## src/rtl/hamming_dec_if.sv

```systemverilog
// Handshake/result bundle for the SECDED decoder: codeword in, corrected data,
// syndrome, error flags and error counters out.
interface hamming_dec_if #(
  parameter int K     = 8,
  parameter int CNT_W = 16
);
  function automatic int calc_m(input int k);
    int m;
    m = 1;
    while ((1 << m) < (m + k + 1)) m = m + 1;
    return m;
  endfunction

  localparam int M = calc_m(K);
  localparam int N = M + K;

  logic             valid_i;
  logic             ready_o;
  logic [N:0]       q_i;
  logic             valid_o;
  logic             ready_i;
  logic [K-1:0]     d_o;
  logic [M-1:0]     syndrome_o;
  logic             sb_err_o;
  logic             db_err_o;
  logic             clr_cnt_i;
  logic [CNT_W-1:0] sb_cnt_o;
  logic [CNT_W-1:0] db_cnt_o;

  modport slave (
    input  valid_i, q_i, ready_i, clr_cnt_i,
    output ready_o, valid_o, d_o, syndrome_o, sb_err_o, db_err_o, sb_cnt_o, db_cnt_o
  );

  modport master (
    output valid_i, q_i, ready_i, clr_cnt_i,
    input  ready_o, valid_o, d_o, syndrome_o, sb_err_o, db_err_o, sb_cnt_o, db_cnt_o
  );
endinterface

```

## src/rtl/hamming_dec.sv

```systemverilog
// Two-stage SECDED Hamming decoder: S1 registers the codeword, S2 registers the
// decoded result; valid/ready backpressure with saturating error counters.
module hamming_dec #(
  parameter int K      = 8,
  parameter int P0_LSB = 1,
  parameter int CNT_W  = 16
) (
  input  logic        clk_i,
  input  logic        rst_i,
  hamming_dec_if.slave bus
);
  function automatic int calc_m(input int k);
    int m;
    m = 1;
    while ((1 << m) < (m + k + 1)) m = m + 1;
    return m;
  endfunction

  localparam int M = calc_m(K);
  localparam int N = M + K;

  // Codeword positions covered by syndrome bit b: those with bit b of the index set.
  function automatic logic [N:1] syn_mask(input int b);
    logic [N:1] mk;
    mk = '0;
    for (int j = 1; j <= N; j++) mk[j] = (((j >> b) & 1) == 1);
    return mk;
  endfunction

  // Codeword position of data bit i: the i-th non-power-of-2 position.
  function automatic int data_pos(input int i);
    int cnt;
    int pos;
    cnt = 0;
    pos = 0;
    for (int j = 1; j <= N; j++) begin
      if ((j & (j - 1)) != 0) begin
        if (cnt == i) pos = j;
        cnt = cnt + 1;
      end
    end
    return pos;
  endfunction

  logic             r_s1_vld;
  logic [N:0]       r_s1_q;
  logic             r_s2_vld;
  logic [K-1:0]     r_d;
  logic [M-1:0]     r_syn;
  logic             r_sb;
  logic             r_db;
  logic [CNT_W-1:0] r_sb_cnt;
  logic [CNT_W-1:0] r_db_cnt;

  logic             w_s2_ld;
  logic             w_s1_ld;
  logic             w_out_xfer;
  logic [N:1]       w_cw;
  logic             w_p0;
  logic [M-1:0]     w_syn;
  logic             w_par;
  logic [N:1]       w_fix;
  logic             w_sb;
  logic             w_db;
  logic [K-1:0]     w_data;

  assign w_s2_ld    = r_s1_vld && (!r_s2_vld || bus.ready_i);
  assign w_s1_ld    = !r_s1_vld || w_s2_ld;
  assign w_out_xfer = r_s2_vld && bus.ready_i;

  generate
    if (P0_LSB != 0) begin : g_p0_lsb
      assign w_cw = r_s1_q[N:1];
      assign w_p0 = r_s1_q[0];
    end else begin : g_p0_msb
      assign w_cw = r_s1_q[N-1:0];
      assign w_p0 = r_s1_q[N];
    end
  endgenerate

  generate
    for (genvar gi = 0; gi < M; gi++) begin : g_syn
      localparam logic [N:1] MASK = syn_mask(gi);
      assign w_syn[gi] = ^(w_cw & MASK);
    end
  endgenerate

  assign w_par = (^w_cw) ^ w_p0;

  // Odd overall parity with an in-range syndrome is a single error; a zero
  // syndrome in that case means only the overall parity bit flipped.
  always_comb begin
    w_fix = w_cw;
    w_sb  = 1'b0;
    w_db  = 1'b0;
    if (w_par && (int'(w_syn) <= N)) begin
      w_sb = 1'b1;
      for (int j = 1; j <= N; j++) begin
        if (int'(w_syn) == j) w_fix[j] = ~w_cw[j];
      end
    end else if (w_par || (w_syn != '0)) begin
      w_db = 1'b1;
    end
  end

  generate
    for (genvar gd = 0; gd < K; gd++) begin : g_data
      localparam int POS = data_pos(gd);
      assign w_data[gd] = w_fix[POS];
    end
  endgenerate

  always_ff @(posedge clk_i) begin
    if (rst_i) begin
      r_s1_vld <= 1'b0;
      r_s1_q   <= '0;
      r_s2_vld <= 1'b0;
      r_d      <= '0;
      r_syn    <= '0;
      r_sb     <= 1'b0;
      r_db     <= 1'b0;
    end else begin
      if (w_s1_ld) begin
        r_s1_vld <= bus.valid_i;
        if (bus.valid_i) r_s1_q <= bus.q_i;
      end
      if (w_s2_ld) begin
        r_s2_vld <= 1'b1;
        r_d      <= w_data;
        r_syn    <= w_syn;
        r_sb     <= w_sb;
        r_db     <= w_db;
      end else if (bus.ready_i) begin
        r_s2_vld <= 1'b0;
      end
    end
  end

  // Clear has priority over a same-cycle increment.
  always_ff @(posedge clk_i) begin
    if (rst_i || bus.clr_cnt_i) begin
      r_sb_cnt <= '0;
      r_db_cnt <= '0;
    end else if (w_out_xfer) begin
      if (r_sb && (r_sb_cnt != '1)) r_sb_cnt <= r_sb_cnt + CNT_W'(1);
      if (r_db && (r_db_cnt != '1)) r_db_cnt <= r_db_cnt + CNT_W'(1);
    end
  end

  assign bus.ready_o    = w_s1_ld;
  assign bus.valid_o    = r_s2_vld;
  assign bus.d_o        = r_d;
  assign bus.syndrome_o = r_syn;
  assign bus.sb_err_o   = r_sb;
  assign bus.db_err_o   = r_db;
  assign bus.sb_cnt_o   = r_sb_cnt;
  assign bus.db_cnt_o   = r_db_cnt;
endmodule

```

## src/flat_wrapper.sv

```systemverilog
// flat-port wrapper written by rule: the top's interface ports become plain ports
module hamming_dec_flat 
#(
  parameter int K      = 8,
  parameter int P0_LSB = 1,
  parameter int CNT_W  = 16
)
  (clk_i, rst_i, bus_valid_i, bus_q_i, bus_ready_i, bus_clr_cnt_i, bus_ready_o, bus_valid_o, bus_d_o, bus_syndrome_o, bus_sb_err_o, bus_db_err_o, bus_sb_cnt_o, bus_db_cnt_o);
  hamming_dec_if #(.K(K), .CNT_W(CNT_W)) bus_i ();
  input  logic clk_i;
  input  logic rst_i;
  input wire logic [$bits(bus_i.valid_i)-1:0] bus_valid_i;
  input wire logic [$bits(bus_i.q_i)-1:0] bus_q_i;
  input wire logic [$bits(bus_i.ready_i)-1:0] bus_ready_i;
  input wire logic [$bits(bus_i.clr_cnt_i)-1:0] bus_clr_cnt_i;
  output wire logic [$bits(bus_i.ready_o)-1:0] bus_ready_o;
  output wire logic [$bits(bus_i.valid_o)-1:0] bus_valid_o;
  output wire logic [$bits(bus_i.d_o)-1:0] bus_d_o;
  output wire logic [$bits(bus_i.syndrome_o)-1:0] bus_syndrome_o;
  output wire logic [$bits(bus_i.sb_err_o)-1:0] bus_sb_err_o;
  output wire logic [$bits(bus_i.db_err_o)-1:0] bus_db_err_o;
  output wire logic [$bits(bus_i.sb_cnt_o)-1:0] bus_sb_cnt_o;
  output wire logic [$bits(bus_i.db_cnt_o)-1:0] bus_db_cnt_o;
  assign bus_i.valid_i = bus_valid_i;
  assign bus_i.q_i = bus_q_i;
  assign bus_i.ready_i = bus_ready_i;
  assign bus_i.clr_cnt_i = bus_clr_cnt_i;
  assign bus_ready_o = bus_i.ready_o;
  assign bus_valid_o = bus_i.valid_o;
  assign bus_d_o = bus_i.d_o;
  assign bus_syndrome_o = bus_i.syndrome_o;
  assign bus_sb_err_o = bus_i.sb_err_o;
  assign bus_db_err_o = bus_i.db_err_o;
  assign bus_sb_cnt_o = bus_i.sb_cnt_o;
  assign bus_db_cnt_o = bus_i.db_cnt_o;
  hamming_dec #(.K(K), .P0_LSB(P0_LSB), .CNT_W(CNT_W)) u_core (.clk_i(clk_i), .rst_i(rst_i), .bus(bus_i));
endmodule
```

## config.mk

```make
export PLATFORM = sky130hd
export DESIGN_NAME = hamming_dec_flat
export DESIGN_NICKNAME = d
export VERILOG_FILES = /design/src/rtl/hamming_dec_if.sv /design/src/rtl/hamming_dec.sv /design/src/flat_wrapper.sv
export SDC_FILE = /design/constraint.sdc
export NUM_CORES = 1
export LEC_CHECK = 0
export BUFFER_PORTS_ARGS = -buffer_cell sky130_fd_sc_hd__buf_2
export CAP_MARGIN = 10
export CORE_MARGIN = 1.5
export CORE_UTILIZATION = 49
export DETAILED_ROUTE_END_ITERATION = 8
export GPL_ROUTABILITY_DRIVEN = 0
export PLACE_DENSITY = 0.72
export SLEW_MARGIN = 20
export SYNTH_ARGS = -nofsm -noshare
export SYNTH_HDL_FRONTEND = slang
export SYNTH_SLANG_ARGS = --single-unit
export TNS_END_PERCENT = 50
```

## constraint.sdc

```tcl
create_clock -name clk_i -period 1.85 [get_ports clk_i]
set_clock_uncertainty 0.1 [all_clocks]
set_input_delay 0.37 -clock clk_i [delete_from_list [all_inputs] [get_ports clk_i]]
set_output_delay 0.37 -clock clk_i [all_outputs]
set_load 0.05 [all_outputs]
```

* Yosys cells after proc, flatten, opt, wreduce, memory -nomap -nowiden
Index checks and enable logic that the tools add are counted.
** Word-level totals
- RAM bits :: 0
- Register bits after elaboration :: 61
- Logic and storage cells :: 78
- Latch bits :: 0
- Memories :: 0
- Memory bits (read-only) :: 0
** Operators by class
- Divide/modulo/power cells :: 0
- Shift operators :: 0
- Eq/ne operators :: 14
- Magnitude comparators :: 1
- Bitwise logic cells :: 13
- Muxes and demuxes :: 18
- Multipliers :: 0
- Reduce and logical (&&, ||, !) cells :: 21
- Add/sub/neg operators :: 2
** Operators with widths (number)
- XOR reduction 12 bit :: 5
- adder 16 x 1 -> 16 bit (second input constant) :: 2
- == test 4 bit (second input constant) :: 8
- != test 16 bit (second input constant) :: 2
- 2-to-1 mux 1 bit :: 17
- == test 4 x 3 -> 1 bit (second input constant) :: 3
- 2-to-1 mux 12 bit :: 1
- NOT 1 bit :: 12
- AND reduction 2 bit :: 3
- logical AND 1 bit :: 5
- == test 4 x 2 -> 1 bit (second input constant) :: 1
- less-or-equal comparator 4 bit (second input constant) :: 1
- logical OR 1 bit :: 4
- nonzero test 4 bit :: 1
- logical NOT 1 bit :: 2
- nonzero test 2 bit :: 1
- bitwise XOR 1 bit :: 1

* Depth between registers and ports, before layout
Gate-level depths: netlist of the first run.
- Word-level depth :: 5
- Depth in mapped cells :: 7
- Gate-level depth less buffers :: 7

* Worst setup path after synthesis of the first run
OpenSTA, ideal clock, no wires.
- Path type :: reg2reg
- Start point :: register u_core.r_sb_cnt[2], in the netlist u_core.bus.sb_cnt_o[2]
- End point :: register u_core.r_sb_cnt[9], in the netlist u_core.bus.sb_cnt_o[9]
- Arrival time :: 2.131 ns
- Required time :: 1.622 ns
- Path buffers :: 0
- Path slack :: -0.508 ns
- Period minus slack after synthesis :: 2.358 ns
- Cell stages (with the launch flop) :: 7
- Cell sequence :: dfxtp_1 and3_1 nand3_1 a2111oi_0 nand4_1 xor2_1 nor2_1
** On the way
- Cells in the longest elaborated chain, start to end :: 3
- Elaborated cells on any way between the ends :: 4
** RTL lines
- from (decl) :: RTL line hamming_dec.sv:52 : logic [CNT_W-1:0] r_sb_cnt;
- from (signal assigned) :: RTL line hamming_dec.sv:145 : if (r_sb && (r_sb_cnt != '1)) r_sb_cnt <= r_sb_cnt + CNT_W'(1);
- parallel branches: the longest is 3 deep, another holds adder 16 x 1 -> 16 bit
Several ways; the timed one is not identified.
A chain may end at the register's enable or synchronous reset.

* Worst setup path in the final report of the first run
- Start point :: register u_core.r_s1_q[10]
- End point :: register u_core.r_d[2], in the netlist u_core.bus.d_o[2]
** On the way
- Cells in the longest elaborated chain, start to end :: 4
- Elaborated cells on any way between the ends :: 9
** RTL lines
- from (decl) :: RTL line hamming_dec.sv:46 : logic [N:0] r_s1_q;
- from (signal assigned) :: RTL line hamming_dec.sv:125 : if (bus.valid_i) r_s1_q <= bus.q_i;
- XOR reduction 12 bit (on tied branches) :: RTL line hamming_dec.sv:84, hamming_dec.sv:88
- less-or-equal comparator 4 bit, or another cell as far along :: RTL line hamming_dec.sv:96 : if (w_par && (int'(w_syn) <= N)) begin
- logical AND 1 bit / 2-to-1 mux 1 bit (equally long branches) :: RTL line hamming_dec.sv:96, hamming_dec.sv:99
- 2-to-1 mux 12 bit * :: RTL line hamming_dec.sv:96
- to (signal assigned) :: RTL line hamming_dec.sv:129 : r_d <= w_data;
- to (decl) :: RTL line hamming_dec.sv:48 : logic [K-1:0] r_d;
Every way passes the cells marked *; elsewhere a longest branch is shown, timed or not.

==> results of run 1 <==
[synthesized netlist by cell type, types with 4 or more instances]
library cell | count | area share
sky130_fd_sc_hd__nand2_1 | 45 | 0.057
sky130_fd_sc_hd__nand3_1 | 18 | 0.031
sky130_fd_sc_hd__xor2_1 | 15 | 0.045
sky130_fd_sc_hd__and4_1 | 6 | 0.018
sky130_fd_sc_hd__a21oi_1 | 23 | 0.039
sky130_fd_sc_hd__inv_1 | 5 | 0.0064
sky130_fd_sc_hd__nand4_1 | 7 | 0.015
sky130_fd_sc_hd__or3_1 | 6 | 0.013
sky130_fd_sc_hd__nor2_1 | 57 | 0.073
sky130_fd_sc_hd__dfxtp_1 | 61 | 0.41
sky130_fd_sc_hd__clkbuf_1 | 11 | 0.014
sky130_fd_sc_hd__a211oi_1 | 15 | 0.038
sky130_fd_sc_hd__nor3_1 | 4 | 0.0068
sky130_fd_sc_hd__xnor2_1 | 35 | 0.10
sky130_fd_sc_hd__o21ai_0 | 7 | 0.012
[layer usage]
layer / wire length [um] / share of wire / vias up
li1: - / - / 1382
met1: 3470 / 0.49 / 1250
met4: 140 / 0.020 / 0
met5: 0 / 0 / -
met3: 250 / 0.035 / 14
met2: 3270 / 0.46 / 59
[cells in the final DEF (no fill, tap or decap), drive strengths merged, types with 3 or more instances in the layout]
cell type   n
clkbuf     10
buf        96
xor2       16
nand3      18
clkinvlp    3
nand2      45
nor3        4
mux2i       3
nor2       57
inv         6
a21oi      23
nand4       7
or3         8
a211oi     16
nor4        3
dfxtp      61
xnor2      36
and4        6
and3        3
o21ai       7
[sequential cells by signal, indices dropped and copies added (netlist names)]
register,flops
u_core.bus.syndrome_o,4
u_core.bus.valid_o,1
u_core.bus.db_err_o,1
u_core.bus.db_cnt_o,16
u_core.r_s1_vld,1
u_core.bus.sb_err_o,1
u_core.bus.d_o,8
u_core.r_s1_q,13
u_core.bus.sb_cnt_o,16
[power by group through the flow]
stage	registers (mW)	logic [mW]	clock network, mW
final	1.39	0.801	1.12
after global routing	1.40	0.859	1.21
after CTS	1.39	0.764	1.14
after detailed placement	1.42	0.713	0
after global placement	1.42	0.707	0
after floorplan	1.51	0.409	0
[area by class of cell]
cell class / instances / share of cell area
multi-input cells: 270 / 0.473
flip-flops and latches: 61 / 0.317
repair buffers: 96 / 0.136
clock buffers: 10 / 0.0360
well taps: 75 / 0.0227
clock inverters: 6 / 0.0109
inverters: 5 / 0.00453
[final timing paths]
path / startpoint / to / slack [ns] / cells after the start
min: bus_q_i[5] / u_core.r_s1_q[5] / 0.16 / 3
min reg2reg: u_core.r_s1_q[8] / u_core.r_s1_q[8] / 0.38 / 2
max: u_core.r_s1_q[10] / u_core.bus.d_o[2] / -0.13 / 6
max reg2reg: u_core.r_s1_q[10] / u_core.bus.d_o[2] / -0.13 / 6
[worst min-delay path: cells and delay by family]
kind | cells | cell delay, ns
buffers and inverters | 1 | 0.09
AOI/OAI and AO/OA | 1 | 0.05
and+or+nand+nor | 1 | 0.04
[metrics by stage]
| step | power (mW) | hold slack (ns) | util | TNS (ns) | cell area [um^2] |
|---|---|---|---|---|---|
| after floorplan | 1.92 | 0.348 | - | -0.145 | 3150 |
| after global placement | 2.12 | 0.366 | 0.633 | -0.452 | 3700 |
| after detailed placement | 2.13 | 0.369 | 0.633 | -0.945 | 3700 |
| after CTS | 3.29 | 0.152 | 0.685 | -0.756 | 4010 |
| after global routing | 3.46 | 0.165 | 0.708 | -1.67 | 4140 |
| final | 3.31 | 0.159 | 0.708 | -0.498 | 4140 |
[cell families after synthesis]
logic type                 after synthesis  synth area share
and+or+nand+nor                        159             0.251
DFF                                     61             0.414
xor gates and xnor gates                55             0.183
AOI/OAI and AO/OA                       51             0.107
buffers and inverters                   19            0.0263
muxes                                    3            0.0102
adders and majority gates                2           0.00848
[what timing repair did]
| item | CTS | global route |
|---|---|---|
| pin swaps | 6 | 16 |
| setup buffers | 2 | 5 |
| resized for setup | 21 | 21 |
| setup endpoints to repair | 11 | 32 |
==> results.json, run 1 <==
{
  "outcome": "finished, violations left",
  "violated_checks": "negative setup slack",
  "setup_viol": 8,
  "vdd.ir_drop.worst_v": 0.000593,
  "clkTransAtPathRegs_ns": 0.07,
  "die_w_um": 80.6,
  "clk_latency_ns": 0.34,
  "coreArea_um2": 5850,
  "clock_tree_from_tritoncts": "built",
  "global_routing_met3_resource_utilization": 0.0580,
  "worst_setup_path_end_kind": "register",
  "timing_worst_setup_path_type": "register to register",
  "net-switching-power_mw": 1.04,
  "clock_power_share": 0.337,
  "maxSlewViolCount": 0,
  "die-area_um2": 6490,
  "swShare": 0.315,
  "std_cell_rows": 28,
  "fin_crit_sh": 1.07,
  "postLayoutSetupSlackWorst_ns": -0.128,
  "cts_inserted_buffers": 9,
  "critPathSlowestCell": "sky130_fd_sc_hd__xor3_1",
  "max_slew.worst_pin.slew_ns": 0.632,
  "worst_ep_arrival_time_ns": 2.13,
  "num_antenna_cells": 0,
  "cp_num_buf_inv": 0,
  "synth_area_um2": 2950,
  "comb_power_share": 0.242,
  "grt_busiest_layer": "met2",
  "placed_instances": 501,
  "synthArstFlopShare": 0,
  "cap_violations": 0,
  "syn-num-nets": 370,
  "power_leakage_nw": 1.63,
  "clk_root_buffer_cell": "sky130_fd_sc_hd__clkbuf_8",
  "detailed_routing_iterations_pass_1": 4,
  "setup_repair_after_global_routing_missed_its_margin": "true",
  "gr-usage-all-layers": 0.224,
  "grt_pass1_vias": 2531,
  "grt_util_met1": 0.299,
  "area_delta_synth_final_pct": 40.4,
  "start_util": 0.504,
  "layout.cells.non_filler": 523,
  "maxClockFrequency_ghz": 0.505,
  "area_of_the_multi_input_gates_um2": 1960,
  "drcViolationCount": 0,
  "power_report.internal_total_mw": 2.27,
  "floorplan.io_pins": 66,
  "via_count": 2705,
  "hold_path.class": "input port to register",
  "totalWireLength_mm": 7.13,
  "power_per_cell_area_nw_per_um2": 799,
  "first_iter_violations": 97,
  "hold_violations": 0,
  "cts_max_level": 3,
  "route.antenna.remaining_nets": 0,
  "crit_family": "XOR/XNOR gates",
  "synth-main-ff-cell": "sky130_fd_sc_hd__dfxtp_1",
  "routedWlPerCell_um": 13.6,
  "largest_net_degree_at_the_start_of_global_routing": 33,
  "slew-limit-headroom": 0.579,
  "cts_buffer_depth": 2,
  "die_h_um": 80.6,
  "detailedPlace.worstSlack_ns": -0.220,
  "port-buffer-count": 65,
  "timing.critical_path.required_ns": 2.00,
  "critical_path.max_stage_delay_ns": 0.47,
  "synth_seq_area_share": 0.414,
  "viasPerCell": 5.17,
  "crit_fanout": 3,
  "post_synthesis_sequential_element_count": 61,
  "syn_avg_cell_area_um2": 8.43,
  "grt.overflow.total": 0,
  "synth_edf_count": 0,
  "ys_warn_count": 0,
  "cp_cell_sequence": "xnor2_4 -> xor3_1 -> or2_4 -> a211oi_2 -> xnor2_1 -> a211oi_1",
  "regArea_um2": 1310,
  "critPathLaunchType": "register",
  "layout.filler_cells": 445,
  "cts_hold_buffers": 0,
  "drive_gt1_frac": 0.424,
  "synth.distinct_cells": 38,
  "global_route_wire_length_before_repair_mm": 11.3,
  "grt_antenna_before_repair": 0,
  "post-route-min-period_ns": 1.98,
  "gr-usage-met2": 0.349,
  "tritoncts_num_sinks": 61,
  "place.detailed.hpwl_mm": 4.78,
  "number_of_nets_in_the_finished_design": 463,
  "netlist_instances": 350,
  "power_frac_seq": 0.421
}
Note: power is estimated with default switching activity, not from simulation.
==> inputs of run 2 (changes only) <==
--- a/config.mk
+++ b/config.mk
@@ -11,6 +11,7 @@
 export CORE_UTILIZATION = 49
 export DETAILED_ROUTE_END_ITERATION = 8
 export GPL_ROUTABILITY_DRIVEN = 0
+export MAX_ROUTING_LAYER = met4
 export PLACE_DENSITY = 0.72
 export SLEW_MARGIN = 20
 export SYNTH_ARGS = -nofsm -noshare
==> run 2 against run 1 <==
Net effect:
- the flow still finishes with violations (negative setup slack)
- global-route usage grew 0.61 points
- non-clock buffer count is the same
- design area is the same
- clock power is essentially flat
- register-to-register slack is essentially flat
- critical path depth is the same
- combinational power is essentially flat
- sequential power is essentially flat
==> results.json, run 2 (synthesis gave the netlist of run 1 again) <==
{
  "worst_setup_path_end_kind": "register",
  "min_to": "u_core.r_s1_q[5]",
  "power_frac_seq": 0.421,
  "crit_fanout": 3,
  "area_delta_synth_final_pct": 40.4,
  "setup_repair_after_global_routing_missed_its_margin": "true",
  "cts_hold_buffers": 0,
  "grt.overflow.total": 0,
  "grt_pass1_vias": 2534,
  "floorplan.io_pins": 66,
  "swShare": 0.315,
  "power_per_cell_area_nw_per_um2": 799,
  "layout.filler_cells": 445,
  "port-buffer-count": 65,
  "reg2reg_from": "u_core.r_s1_q[10]",
  "layout.cells.non_filler": 523,
  "totalWireLength_mm": 7.12,
  "gr-usage-all-layers": 0.230,
  "critical_path.max_stage_delay_ns": 0.48,
  "coreArea_um2": 5850,
  "maxClockFrequency_ghz": 0.504,
  "vdd.ir_drop.worst_v": 0.000594,
  "place.detailed.hpwl_mm": 4.78,
  "via_count": 2728,
  "hold_violations": 0,
  "first_iter_violations": 94,
  "violated_checks": "negative setup slack",
  "die_w_um": 80.6,
  "post_dp_cell_area_um2": 3700,
  "cts_buffer_depth": 2,
  "timing.rr.end": "u_core.bus.d_o[2]",
  "placed_instances": 501,
  "die_h_um": 80.6,
  "power_report.internal_total_mw": 2.27,
  "clkTransAtPathRegs_ns": 0.07,
  "stdcell_area_um2": 4140,
  "postLayoutSetupSlackWorst_ns": -0.135,
  "route.antenna.remaining_nets": 0,
  "critPathSlowestCell": "sky130_fd_sc_hd__xor3_1",
  "final_cell_mix": "65 x sky130_fd_sc_hd__buf_2, 56 x sky130_fd_sc_hd__nor2_1, 43 x sky130_fd_sc_hd__nand2_1, 30 x sky130_fd_sc_hd__buf_4",
  "clk_root_buffer_cell": "sky130_fd_sc_hd__clkbuf_8",
  "tritoncts_num_sinks": 61,
  "clock_tree_from_tritoncts": "built",
  "layout_commonest_cell": "sky130_fd_sc_hd__buf_2",
  "num_antenna_cells": 0,
  "max_slew.worst_pin.slew_ns": 0.632,
  "min-delay-start": "bus_q_i[5]",
  "maxSlewViolCount": 0,
  "cts_max_level": 3,
  "outcome": "finished, violations left",
  "routedWlPerCell_um": 13.6,
  "fin_crit_sh": 1.07,
  "cp_cell_sequence": "xnor2_4 -> xor3_1 -> or2_4 -> a211oi_2 -> xnor2_1 -> a211oi_1",
  "area_of_the_multi_input_gates_um2": 1960,
  "detailed_routing_iterations_pass_1": 4,
  "die-area_um2": 6490,
  "grt_antenna_before_repair": 0,
  "clock_power_share": 0.337,
  "cts_inserted_buffers": 9,
  "power_leakage_nw": 1.63,
  "viasPerCell": 5.22,
  "global_route_wire_length_before_repair_mm": 11.3,
  "cap_violations": 0,
  "critPathLaunchType": "register",
  "clk_latency_ns": 0.34,
  "setup_viol": 8,
  "worst_ep_arrival_time_ns": 2.14,
  "drcViolationCount": 0,
  "start_util": 0.504,
  "drive_gt1_frac": 0.424,
  "timing.hold.worst_path_depth": 3,
  "comb_power_share": 0.242,
  "number_of_nets_in_the_finished_design": 463,
  "timing_worst_setup_path_type": "register to register",
  "hold_path.class": "input port to register",
  "post-route-min-period_ns": 1.99,
  "reg2reg_setup_slack_ns": -0.14,
  "slew-limit-headroom": 0.578,
  "net-switching-power_mw": 1.04,
  "timing.reg2reg.worst_path_depth": 6,
  "regArea_um2": 1310,
  "std_cell_rows": 28,
  "timing.critical_path.required_ns": 2.00,
  "largest_net_degree_at_the_start_of_global_routing": 33
}
==> run 2: cell counts in the layout (fill, tap and decap cells not counted) <==
Identical to the previous run, type by type.
==> run 2: layout make-up <==
| class | count | share of cell area |
|---|---|---|
| repair buffers | 96 | 0.136 |
| inverters | 5 | 0.00453 |
| clock inverters | 6 | 0.0109 |
| well taps | 75 | 0.0227 |
| clock buffers | 10 | 0.0360 |
| multi-input cells | 270 | 0.473 |
| flip-flops and latches | 61 | 0.317 |
==> run 2: worst max-delay path: cells and delay by family, from the launching register on <==
kind                      cells  cell delay [ns]
xor gates and xnor gates      3             0.79
AOI/OAI and AO/OA             2             0.40
DFF                           1             0.35
and+or+nand+nor               1             0.27
==> run 2: worst max-delay path by stage <==
stage,startpoint,endpoint,slack [ns]
floorplan,u_core.r_s1_q[11],u_core.bus.d_o[2],-0.02
global placement,u_core.r_s1_q[6],u_core.bus.d_o[0],-0.09
detailed placement,u_core.r_s1_q[11],u_core.bus.d_o[7],-0.22
CTS,u_core.r_s1_q[11],u_core.bus.d_o[7],-0.13
global route,u_core.r_s1_q[10],u_core.bus.d_o[5],-0.22
finish,u_core.r_s1_q[10],u_core.bus.d_o[2],-0.14
==> run 2: what timing repair did <==
item / 4_1_cts / 5_1_grt
gates resized for setup: 21 / 21
endpoints found under the setup margin: 11 / 32
pin swaps: 6 / 16
buffers inserted: 2 / 5
cloned: 0 / 0
==> run 2: routing by layer <==
| layer | vias to the layer above | GRT usage | wire, um |
|---|---|---|---|
| li1 | 1382 | - | - |
| met1 | 1264 | 0.299 | 3430 |
| met2 | 66 | 0.349 | 3250 |
| met3 | 16 | 0.0443 | 279 |
| met4 | 0 | 0.100 | 156 |
| met5 | - | - | 0 |
==> run 2: power groups by stage <==
| stage | Sequential, mW | Combinational (mW) | Clock, mW |
|---|---|---|---|
| 6_report | 1.39 | 0.802 | 1.12 |
| 5_1_grt | 1.40 | 0.859 | 1.20 |
| 4_1_cts | 1.39 | 0.764 | 1.14 |
| 3_5_place_dp | 1.42 | 0.713 | 0 |
| 3_3_place_gp | 1.42 | 0.707 | 0 |
| 2_1_floorplan | 1.51 | 0.409 | 0 |
==> run 2: metrics by stage <==
| step | hold WS, ns | utilization | power (mW) | setup TNS [ns] | setup WS [ns] |
|---|---|---|---|---|---|
| after detailed placement | 0.369 | 0.633 | 2.13 | -0.945 | -0.220 |
| after global placement | 0.366 | 0.633 | 2.12 | -0.452 | -0.0909 |
| after floorplan | 0.348 | - | 1.92 | -0.145 | -0.0241 |
| after global routing | 0.168 | 0.708 | 3.46 | -1.67 | -0.222 |
| final | 0.158 | 0.708 | 3.31 | -0.502 | -0.135 |
| after CTS | 0.152 | 0.685 | 3.29 | -0.756 | -0.134 |
==> inputs of run 3 (changes only) <==
--- a/config.mk
+++ b/config.mk
@@ -12,7 +12,8 @@
 export DETAILED_ROUTE_END_ITERATION = 8
 export GPL_ROUTABILITY_DRIVEN = 0
 export MAX_ROUTING_LAYER = met4
-export PLACE_DENSITY = 0.72
+export PLACE_DENSITY_LB_ADDON = 0.08
+export SETUP_SLACK_MARGIN = 0.05
 export SLEW_MARGIN = 20
 export SYNTH_ARGS = -nofsm -noshare
 export SYNTH_HDL_FRONTEND = slang
==> run 3 against run 2 <==
Net effect:
- the run still ends with negative setup slack left
- via count shrank 1.2%
- critical path depth is the same
- design area grew 1.5%
- sequential power is essentially flat
- non-clock buffer count grew 2
- clock-buffer cell count grew 1
- die area is the same
- total power grew 2.6%
- flip-flop and latch count is the same
- largest cell class unchanged
- largest power group unchanged
- highest routed layer unchanged
==> results.json, run 3 (synthesis gave the netlist of run 1 again) <==
{
  "outcome": "finished, violations left",
  "violated_checks": "negative setup slack",
  "cp_num_buf_inv": 0,
  "die_w_um": 80.6,
  "clk_latency_ns": 0.34,
  "critPathSlowestCell": "sky130_fd_sc_hd__xnor3_2",
  "critPathLaunch": "u_core.r_s1_q[5]",
  "via_count": 2695,
  "critical_path.max_stage_delay_ns": 0.48,
  "grt.overflow.total": 0,
  "setup_viol": 8,
  "num_antenna_cells": 0,
  "cts_hold_buffers": 0,
  "worst_ep_arrival_time_ns": 2.12,
  "timing.hold.worst_path_depth": 3,
  "clkTransAtPathRegs_ns": 0.06,
  "fin_crit_sh": 1.07,
  "coreArea_um2": 5850,
  "totalWireLength_mm": 6.88,
  "area_delta_synth_final_pct": 42.5,
  "grt_antenna_before_repair": 0,
  "cp_cell_sequence": "xnor2_2 -> xnor3_2 -> or2_4 -> a211oi_4 -> xnor2_1 -> a211oi_1",
  "timing.critical_path.to": "u_core.bus.d_o[2]",
  "postLayoutSetupSlackWorst_ns": -0.125,
  "cts_buffer_depth": 2,
  "setup_repair_after_global_routing_missed_its_margin": "true",
  "reg2reg_from": "u_core.r_s1_q[5]",
  "cts_inserted_buffers": 9,
  "critPathLaunchType": "register",
  "slew-limit-headroom": 0.585,
  "layout_commonest_cell": "sky130_fd_sc_hd__buf_2",
  "cap_violations": 0,
  "place.detailed.hpwl_mm": 4.71,
  "timing_worst_setup_path_type": "register to register",
  "start_util": 0.504,
  "hold_path.class": "input port to register",
  "maxClockFrequency_ghz": 0.506,
  "post-route-min-period_ns": 1.97,
  "reg2reg_setup_slack_ns": -0.12,
  "largest_net_degree_at_the_start_of_global_routing": 33,
  "route.antenna.remaining_nets": 0,
  "timing.rr.end": "u_core.bus.d_o[2]",
  "routedWlPerCell_um": 13.1,
  "stdcell_area_um2": 4200,
  "grt_pass1_vias": 2373,
  "drcViolationCount": 0,
  "port-buffer-count": 65,
  "gr-usage-all-layers": 0.220,
  "post_dp_cell_area_um2": 3730,
  "std_cell_rows": 28,
  "power_per_cell_area_nw_per_um2": 808,
  "detailed_routing_iterations_pass_1": 4,
  "worst_setup_path_end_kind": "register",
  "drive_gt1_frac": 0.451,
  "floorplan.io_pins": 66,
  "clock_tree_from_tritoncts": "built",
  "first_iter_violations": 133,
  "power_leakage_nw": 1.68,
  "timing.reg2reg.worst_path_depth": 6,
  "cts_max_level": 3,
  "fin_total_pwr_mw": 3.40,
  "viasPerCell": 5.13,
  "timing.hold.ws_ns": 0.162,
  "number_of_nets_in_the_finished_design": 465,
  "die-area_um2": 6490,
  "crit_fanout": 4,
  "tritoncts_num_sinks": 61,
  "die_h_um": 80.6,
  "clk_root_buffer_cell": "sky130_fd_sc_hd__clkbuf_8",
  "maxSlewViolCount": 0,
  "crit_family": "XOR/XNOR gates",
  "max_slew.worst_pin.slew_ns": 0.622,
  "final_cell_mix": "65 x sky130_fd_sc_hd__buf_2, 55 x sky130_fd_sc_hd__nor2_1, 42 x sky130_fd_sc_hd__nand2_1, 32 x sky130_fd_sc_hd__buf_4, 24 x sky130_fd_sc_hd__xnor2_1",
  "hold_violations": 0,
  "vdd.ir_drop.worst_v": 0.000631,
  "cp_num_cells": 6,
  "timing.critical_path.required_ns": 2.00,
  "global_route_wire_length_before_repair_mm": 10.7
}
[run 3: how the worst min path moves through the flow]
stage / start / endpoint
floorplan: u_core.r_s1_q[8] / u_core.r_s1_q[8]
global placement: u_core.r_s1_q[8] / u_core.r_s1_q[8]
detailed placement: u_core.r_s1_q[8] / u_core.r_s1_q[8]
CTS: bus_q_i[6] / u_core.r_s1_q[6]
global route: bus_q_i[10] / u_core.r_s1_q[10]
finish: bus_q_i[6] / u_core.r_s1_q[6]
[run 3: repair_timing]
action	4_1_cts	5_1_grt
pin swaps	9	35
setup buffers	3	5
setup endpoints to repair	11	31
hold endpoints to repair	0	0
gates resized for setup	15	32
[run 3: cell type report]
type | instances | area, um^2
clock buffers | 11 | 141
repair buffers | 98 | 577
fillers | 460 | 1650
well taps | 75 | 93.8
inverters | 5 | 18.8
multi-input cells | 270 | 2010
flip-flops and latches | 61 | 1320
clock inverters | 5 | 50.0
[run 3: tightest hold or removal path, cell delays in order]
cell	delay, ns
sky130_fd_sc_hd__buf_2	0.10
sky130_fd_sc_hd__nand2_1	0.05
sky130_fd_sc_hd__a21oi_1	0.05
[run 3: report_power, final]
part / internal, mW / switching, mW
clock: 0.650 / 0.515
combinational: 0.372 / 0.465
sequential: 1.34 / 0.0534
total: 2.36 / 1.03
[run 3: stage by stage]
stage	util	instances	worst slack [ns]	setup TNS, ns
floorplan	-	350	-0.0241	-0.122
global placement	0.637	501	-0.0650	-0.384
detailed placement	0.637	501	-0.182	-0.776
CTS	0.684	520	-0.131	-0.858
global route	0.718	525	-0.247	-1.62
finish	0.718	525	-0.125	-0.524
[run 3: layer usage]
layer | GRT usage | vias to the layer above | wire length (um)
met1 | 0.288 | 1245 | 3320
met2 | 0.332 | 61 | 3180
met3 | 0.0523 | 8 | 302
li1 | - | 1381 | -
met5 | - | - | 0
met4 | 0.0776 | 0 | 76
